**src/rtl/warmboot_seq_pkg.sv**
```systemverilog
// Shared types for the warm-boot request sequencer: slot index type, FSM
// state encoding and the slot range check.
package warmboot_seq_pkg;

  typedef logic [3:0] slot_t;

  typedef enum logic [1:0] {
    IDLE  = 2'd0,
    ARMED = 2'd1,
    FIRE  = 2'd2
  } seq_state_e;

  function automatic logic slot_ok(input slot_t slot, input slot_t max_slot);
    return slot <= max_slot;
  endfunction

endpackage

```
**src/rtl/wb_debounce.sv**
```systemverilog
// Button conditioning: 2-FF synchroniser, level debouncer and a one-cycle
// press pulse registered together with the debounced rising edge.
module wb_debounce #(
  parameter logic [15:0] DEBOUNCE_CYCLES = 16'd1000
) (
  input  logic clk,
  input  logic rst_n,
  input  logic btn,
  output logic press
);

  localparam int DW = $clog2(int'(DEBOUNCE_CYCLES) + 1);
  localparam logic [DW-1:0] DB_LAST = DW'(DEBOUNCE_CYCLES - 16'd1);

  logic          btn_s1;
  logic          btn_s2;
  logic          level;
  logic [DW-1:0] stable_cnt;

  always_ff @(posedge clk) begin
    if (!rst_n) begin
      btn_s1     <= 1'b0;
      btn_s2     <= 1'b0;
      level      <= 1'b0;
      stable_cnt <= '0;
      press      <= 1'b0;
    end else begin
      btn_s1 <= btn;
      btn_s2 <= btn_s1;
      press  <= 1'b0;
      // Count consecutive samples that disagree with the accepted level;
      // any agreeing sample restarts the window.
      if (btn_s2 != level) begin
        if (stable_cnt == DB_LAST) begin
          level      <= btn_s2;
          stable_cnt <= '0;
          press      <= btn_s2;
        end else begin
          stable_cnt <= stable_cnt + 1'b1;
        end
      end else begin
        stable_cnt <= '0;
      end
    end
  end

endmodule

```
**src/rtl/warmboot_sequencer.sv**
```systemverilog
// Warm-boot request sequencer: debounced press latches a validated slot, runs
// a countdown, then holds slot_o/boot_o. Optional WARMBOOT_SEQ_ABORT_EN lets a
// second press during the countdown cancel the request.
//
//   state | meaning
//   IDLE  | waiting for a press; invalid slot sets err_o and stays here
//   ARMED | slot latched, countdown running, busy_o high
//   FIRE  | boot_o high, slot_o frozen; only reset leaves
module warmboot_sequencer
  import warmboot_seq_pkg::*;
#(
  parameter logic [15:0] DEBOUNCE_CYCLES  = 16'd1000,
  parameter logic [23:0] COUNTDOWN_CYCLES = 24'd1_000_000,
  parameter slot_t       MAX_SLOT         = 4'd3
) (
  input  logic       clk,
  input  logic       rst_n,
  input  logic       btn_i,
  input  logic [3:0] slot_sel_i,
  output logic [3:0] slot_o,
  output logic       boot_o,
  output logic       busy_o,
  output logic       err_o,
  output logic       count_msb_o
);

  localparam int CW = $clog2(int'(COUNTDOWN_CYCLES) + 1);
  localparam logic [CW-1:0] CNT_LAST = CW'(COUNTDOWN_CYCLES - 24'd1);
  localparam logic [CW-1:0] CNT_MAX  = CW'(COUNTDOWN_CYCLES);

  logic          press;
  slot_t         slot_s1;
  slot_t         slot_s2;
  seq_state_e    state;
  logic [CW-1:0] cnt;

  wb_debounce #(
    .DEBOUNCE_CYCLES(DEBOUNCE_CYCLES)
  ) u_debounce (
    .clk  (clk),
    .rst_n(rst_n),
    .btn  (btn_i),
    .press(press)
  );

  always_ff @(posedge clk) begin
    if (!rst_n) begin
      slot_s1 <= '0;
      slot_s2 <= '0;
    end else begin
      slot_s1 <= slot_sel_i;
      slot_s2 <= slot_s1;
    end
  end

  always_ff @(posedge clk) begin
    if (!rst_n) begin
      state  <= IDLE;
      cnt    <= '0;
      slot_o <= '0;
      boot_o <= 1'b0;
      busy_o <= 1'b0;
      err_o  <= 1'b0;
    end else begin
      case (state)
        IDLE: begin
          if (press) begin
            if (slot_ok(slot_s2, MAX_SLOT)) begin
              slot_o <= slot_s2;
              cnt    <= '0;
              err_o  <= 1'b0;
              busy_o <= 1'b1;
              state  <= ARMED;
            end else begin
              err_o <= 1'b1;
            end
          end
        end
        ARMED: begin
`ifdef WARMBOOT_SEQ_ABORT_EN
          // Abort is checked first so it also beats the final count.
          if (press) begin
            cnt    <= '0;
            busy_o <= 1'b0;
            state  <= IDLE;
          end else
`endif
          begin
            if (cnt != CNT_MAX) cnt <= cnt + 1'b1;
            if (cnt == CNT_LAST) begin
              boot_o <= 1'b1;
              state  <= FIRE;
            end
          end
        end
        FIRE: begin
          boot_o <= 1'b1;
          busy_o <= 1'b1;
        end
        default: state <= IDLE;
      endcase
    end
  end

  assign count_msb_o = cnt[CW-1];

endmodule

```
**config.mk**
```make
export PLATFORM = sky130hd
export DESIGN_NAME = warmboot_sequencer
export DESIGN_NICKNAME = d
export VERILOG_FILES = /design/src/rtl/warmboot_seq_pkg.sv /design/src/rtl/wb_debounce.sv /design/src/rtl/warmboot_sequencer.sv
export SDC_FILE = /design/constraint.sdc
export NUM_CORES = 1
export LEC_CHECK = 0
export BUFFER_PORTS_ARGS = -buffer_cell sky130_fd_sc_hd__clkbuf_2
export CORE_MARGIN = 4
export CORE_UTILIZATION = 40
export CTS_CLUSTER_SIZE = 8
export DETAILED_ROUTE_END_ITERATION = 8
export GPL_TIMING_DRIVEN = 0
export PLACE_DENSITY_LB_ADDON = 0.05
export SYNTH_ARGS = -nofsm -noshare
export SYNTH_HDL_FRONTEND = slang
export SYNTH_SLANG_ARGS = --single-unit
export TNS_END_PERCENT = 1
```
**constraint.sdc**
```tcl
create_clock -name clk -period 3.47 [get_ports clk]
set_clock_uncertainty 0.05 [all_clocks]
set_input_delay 0.1735 -clock clk [delete_from_list [all_inputs] [get_ports clk]]
set_output_delay 0.1735 -clock clk [all_outputs]
set_load 0.005 [all_outputs]
```
==> summary.txt, run 1 <==
Run status
  • Run status: finished, final reports clean

Worst setup path
  • CP Class: reg -> reg
  • Critical path peak fanout: 7
  • Critical path arrival: 2.05 ns
  • Kind of end point of the critical path: flop
  • WP data required: 3.62 ns
  • Startpoint types: flop

Clock tree
  • TritonCTS clock tree: done
  • Hold buffers post-CTS: 0
  • Setup repair bufs after CTS: 0
  • H-tree depth: 2
  • CTS Buf Count: 5
  • Clk root buf: clkbuf_8
  • Clock transition at the registers of the reported paths: 0.10 ns
  • TritonCTS Sinks: 51
  • Worst skew pair latency: 0.30 ns
  • Bufs on Longest Clock Path: 2
  • CTS-repair resized insts: 0

Drt
  • WL final: 4.69 mm
  • Routed vias: 1791
  • Iteration-0 DRC Markers: 81
  • TritonRoute pass-1 iters: 4
  • Avg Vias per Cell: 5.19
  • Drt wl/cell: 13.6 um
  • Number of remaining DRC errors: 0
  • Final ANT Viol Nets: 0

Placed design
  • IO Port Bufs: 14
  • Dpl hpwl: 3.47 mm
  • Global placement routability congestion: 0.814
  • Placed Cells: 337

Yosys
  • Top FF cell, synth: dfxtp_1
  • Most common cell in the netlist: dfxtp_1
  • Mapped Area: 0.00231 sq mm
  • Post-synth cell types: 55
  • Synth Register Bits: 51
  • Synth area leaders: dfxtp_1, nand3_1, nor2_1, and2_1, nand2_1
  • Syn nets: 261
  • Warnings, synthesis: 0
  • Fraction of the yosys area taken by sequential cells: 0.443
  • EDFF count, synth: 0
  • Mean post-synth cell area: 9.19 sq um
  • Area share of the largest cell type after synthesis: 0.443
  • Ys async rst share: 0
  • Commonest cells post-synth: dfxtp_1, nor2_1, nand3_1, nand2_1, and2_1
  • Post-synthesis cell count: 251
  • Leading area contributor after synthesis: dfxtp_1

Power and ir drop
  • Leakage: 0.000908 uW
  • Cell Int Power: 742 uW
  • Power Density: 374 mW/mm^2
  • Peak supply drop: 0.207 mV
  • Logic pwr share: 0.023
  • NetSw: 214 uW
  • Sw Share: 0.224
  • Reg power frac: 0.620
  • Clock network power share: 0.358
  • Power Total: 956 uW

Final layout
  • Nets: 282
  • Final cell count without fillers: 345
  • Final core occ: 0.461
  • Diodes inserted: 0
  • Layout cells sized above 1: 0.183
  • Area Growth Syn to Fin: 10.7%

Timing
  • WHS: 0.0209 ns
  • Final Setup Violations: 0
  • RSZ-0062 raised after global routing: no
  • Crit path time final: 1.90 ns
  • Slew margin rel.: 0.673
  • Slew Limit Fails: 0
  • Worst Tran Pin Value: 0.491 ns
  • Final period utilization: 0.548
  • Highest Clock Rate: 526 MHz
  • Final Hold Viols: 0
  • Setup TNS: 0 ns

Flow run
  • Maxcap violations: 0

Die
  • Num ports: 15
  • Die width: 83.9 um
  • Std cell rows: 27
  • Die Y: 83.9 um
  • Core ar.: 0.00554 sq mm
  • Die area: 0.00704 sq mm
  • Initial Utilization: 0.416

Worst hold path
  • Worst min-delay path category: in -> reg

Global route
  • Congestion Overflow GR: 0
  • Initial antenna violation count: 0
  • Vias in the first global route: 1723
  • First-pass GRT wire length: 8.13 mm
  • Total GRT Usage: 0.141
  • Largest net degree at the start of global routing: 17
==> worst max-delay path, stage by stage, from the launching register on <==
cell     delay [ns]
dfxtp_1        0.41
nor4b_1        0.32
nand3_1        0.26
o21ai_2        0.38
nor3_1         0.11
o221a_2        0.27
==> metrics by stage <==
stage | instance area [sq um] | setup slack (ns)
after floorplan | 2310 | 1.82
final | 2550 | 1.57
after global routing | 2550 | 1.31
after detailed placement | 2470 | 1.60
after CTS | 2550 | 1.57
after global placement | 2470 | 1.59
==> path summary, 6_finish.rpt <==
path	slack, ns	startpoint	depth (start not counted)	end
worst max-delay path	1.57	cnt[4]	5	cnt[10]
worst min-delay path	0.02	slot_sel_i[2]	2	slot_s1[2]
worst max register to register	1.57	cnt[4]	5	cnt[10]
worst min register to register	0.39	slot_s1[0]	1	slot_s2[0]
==> cells in the final DEF (no fill, tap or decap), drive strengths merged, types with 4 or more instances in the layout <==
cell,netlist,routed
o211ai,5,5
a21oi,8,8
inv,9,10
nor3,7,7
clkbuf,5,24
nand4,6,6
nor2,25,25
o21ai,10,10
xor2,4,4
nand3,20,20
xnor2,5,5
a21boi,5,5
a31oi,8,8
o21a,4,4
and2,13,13
nand2,19,19
o31ai,4,4
o221a,4,4
and3,5,5
dfxtp,51,51
buf,5,5
==> cell families (layout without fill, tap and decap cells) <==
kind of cell / Yosys count / count (layout) / share of synthesized area
compound gates: 55 / 55 / 0.186
buf+inv: 19 / 41 / 0.0401
mux: 1 / 1 / 0.00434
flops: 51 / 51 / 0.443
simple gates: 113 / 113 / 0.276
fa+ha+maj: 3 / 3 / 0.0163
xor+xnor: 9 / 9 / 0.0342
==> layout make-up <==
class / count / area (sq um)
Clock buffer: 5 / 68.8
Sequential cell: 51 / 1020
Multi-Input combinational cell: 181 / 1190
Buffer: 10 / 58.8
Tap cell: 72 / 90.1
Fill cell: 572 / 2990
Clock inverter: 3 / 18.8
Timing Repair Buffer: 14 / 70.1
Inverter: 9 / 33.8
==> routing by layer <==
| layer | GRT usage | vias up | routed length [um] |
|---|---|---|---|
| met3 | 0.0306 | 6 | 121 |
| met1 | 0.191 | 820 | 2390 |
| li1 | - | 939 | - |
| met5 | 0 | - | 0 |
| met4 | 0.0468 | 0 | 63 |
| met2 | 0.221 | 26 | 2120 |
==> registers in the layout, summed over array words and instances, names as in the netlist <==
register               count
u_debounce.btn_s2          1
state                      2
u_debounce.press           1
err_o                      1
boot_o                     1
cnt                       20
u_debounce.btn_s1          1
busy_o                     1
slot_o                     4
slot_s2                    4
u_debounce.stable_cnt     10
slot_s1                    4
u_debounce.level           1
==> power groups by stage <==
stage	Combinational (uW)	Sequential, uW	Clock (uW)
after detailed placement	22.2	606	0
after floorplan	13.1	606	0
final	21.5	592	342
after CTS	22.2	592	355
after global placement	22.1	606	0
after global routing	24.6	593	380
Note: power is estimated with default switching activity, not from simulation.
==> run 2, diff against run 1 <==
- ABC_AREA: unset -> 1
- clock period: 3.47 -> 1.7 ns (I/O delays scaled with it)
==> summary.txt, run 2 <==
Run status
  • Run status: finished, final reports clean

Timing
  • Crit path time final: 1.54 ns
  • Slew margin rel.: 0.572
  • Final Setup Violations: 0
  • Worst Tran Pin Value: 0.642 ns
  • Slew Limit Fails: 0
  • Setup WS post-layout: 0.163 ns
  • Final Hold Viols: 0
  • RSZ-0062 raised after global routing: no
  • Highest Clock Rate: 651 MHz
  • Final period utilization: 0.904
  • WHS: 0.0523 ns

Worst setup path
  • CP Class: reg -> reg
  • Worst r2r dst: cnt[14]
  • R2R Path Start: cnt[1]
  • WP data required: 1.90 ns
  • Critical path arrival: 1.74 ns
  • Startpoint types: flop
  • Critical path peak fanout: 5
  • R2R Setup Slk: 0.16 ns
  • Cells on worst reg2reg path: 6
  • Kind of end point of the critical path: flop

Placed design
  • Placed Cells: 433
  • Setup slack at placement: -0.0331 ns
  • Global placement routability congestion: 0.842
  • Dpl hpwl: 4.10 mm
  • IO Port Bufs: 14

Clock tree
  • H-tree depth: 2
  • TritonCTS Sinks: 51
  • Worst skew pair latency: 0.32 ns
  • Clock transition at the registers of the reported paths: 0.10 ns
  • TritonCTS clock tree: done
  • Setup repair bufs after CTS: 0
  • CTS Buf Count: 5
  • Clk root buf: clkbuf_8
  • Bufs on Longest Clock Path: 2

Global route
  • Congestion Overflow GR: 0
  • Initial antenna violation count: 0
  • Total GRT Usage: 0.164
  • Vias in the first global route: 2115
  • Largest net degree at the start of global routing: 18
  • First-pass GRT wire length: 9.60 mm

Yosys
  • Mapped Area: 0.00246 sq mm
  • Synth Area in Compound Gates: 0.110
  • Fraction of the yosys area taken by sequential cells: 0.414
  • Post-synthesis cell count: 344
  • EDFF count, synth: 0
  • Warnings, synthesis: 0
  • Largest family of logic cells by synthesized area: simple AND/OR/NAND/NOR gates
  • Adder-Cell Fraction of Synth Area: 0.0152
  • Leading area contributor after synthesis: dfxtp_1
  • XOR/XNOR Fraction of Synth Area: 0.0213
  • Most common cell in the netlist: nand2_1
  • Top FF cell, synth: dfxtp_1
  • Commonest cells post-synth: nand2_1, dfxtp_1, nor2_1, inv_1, nand3_1
  • Ys async rst share: 0
  • Synth area leaders: dfxtp_1, nand2_1, nand3_1, nor2_1, inv_1
  • Syn nets: 354
  • Post-synthesis simple-gate area fraction: 0.357
  • Mean post-synth cell area: 7.17 sq um
  • Area share of the largest cell type after synthesis: 0.414
  • Post-synth cell types: 34
  • Synth Register Bits: 51
  • Fraction of synthesized area in multiplexers: 0

Final layout
  • Commonest non-fill, non-tap cell in the layout: nand2_1
  • Biggest regs: cnt (20), u_debounce.stable_cnt (10)
  • Reg area: 0.00102 sq mm
  • Final core occ: 0.470
  • Most flop-heavy register: cnt
  • Diodes inserted: 0
  • Area Growth Syn to Fin: 13.5%
  • Multi-input gate area: 0.00126 sq mm
  • Number of flip-flops in the largest register: 20
  • Layout cells sized above 1: 0.170
  • FILL cells: 626
  • Nets: 380
  • Final cell count without fillers: 446
  • Most frequent cells in the layout: nand2_1, dfxtp_1, nor2_1

Drt
  • Iteration-0 DRC Markers: 115
  • Routed vias: 2218
  • WL final: 5.61 mm
  • Number of remaining DRC errors: 0
  • Avg Vias per Cell: 4.97
  • Final ANT Viol Nets: 0
  • TritonRoute pass-1 iters: 4
  • Drt wl/cell: 12.6 um

Die
  • Std cell rows: 28
  • Die area: 0.00748 sq mm
  • Initial Utilization: 0.414
  • Die Y: 86.5 um
  • Die width: 86.5 um
  • Core ar.: 0.00596 sq mm
  • Num ports: 15

Power and ir drop
  • Peak supply drop: 0.528 mV
  • Power Total: 2010 uW
  • Leakage: 0.00105 uW
  • Power Density: 719 mW/mm^2

Worst hold path
  • Hold depth: 3
  • HP Start: rst_n
  • Worst min-delay path category: in -> reg
  • Hold Path End: cnt[4]

Flow run
  • Maxcap violations: 0
## run 2: kinds of logic (layout without fill, tap and decap cells)
group,Yosys count,count (layout)
compound gates,45,45
flops,51,51
buf+inv,47,74
fa+ha+maj,3,3
xor+xnor,6,6
simple gates,192,192
## run 2: routing by layer
metal,global-route usage,vias to the layer above,part of all wire
li1,-,1160,-
met1,0.201,1017,0.46
met2,0.273,31,0.47
met3,0.0475,10,0.046
met4,0.0581,0,0.022
met5,0,-,0
## run 2: area by class of cell
type / instances / share of cell area
Multi-Input combinational cell: 246 / 0.452
Sequential cell: 51 / 0.366
Inverter: 40 / 0.0537
Timing Repair Buffer: 19 / 0.0430
Tap cell: 75 / 0.0336
Clock buffer: 5 / 0.0246
Buffer: 7 / 0.0188
Clock inverter: 3 / 0.00805
## run 2: how the worst max path moves through the flow
stage | startpoint | end | slack (ns) | depth (start not counted)
floorplan | cnt[1] | cnt[18] | 0.32 | 8
global placement | cnt[1] | cnt[18] | -0.02 | 8
detailed placement | cnt[1] | cnt[18] | -0.03 | 8
CTS | cnt[1] | cnt[18] | 0.02 | 8
global route | cnt[3] | cnt[19] | 0.01 | 7
finish | cnt[1] | cnt[14] | 0.16 | 6
## run 2: power breakdown
part | internal [uW] | switching, uW
logic | 21.6 | 33.7
clock network | 296 | 451
registers | 1210 | 3.58
total | 1520 | 489
## run 2: repair_timing
item / 4_1_cts / 5_1_grt
hold buffers: 5 / 0
endpoints found under the setup margin: 2 / 10
gates resized for setup: 1 / 9
hold endpoints to repair: 5 / 0
## run 2: stage by stage
stage | instance area, sq um | setup TNS (ns)
2_1_floorplan | 2460 | 0
3_3_place_gp | 2630 | -0.0356
3_5_place_dp | 2630 | -0.0635
4_1_cts | 2770 | 0
5_1_grt | 2800 | 0
6_report | 2800 | 0
## run 2: worst max-delay path, cell delays in order, from the launching register on
cell	delay [ns]
dfxtp_2	0.37
ha_1	0.20
nand3_1	0.21
nor2_2	0.24
nand3_1	0.14
xor2_1	0.16
o21ai_1	0.11
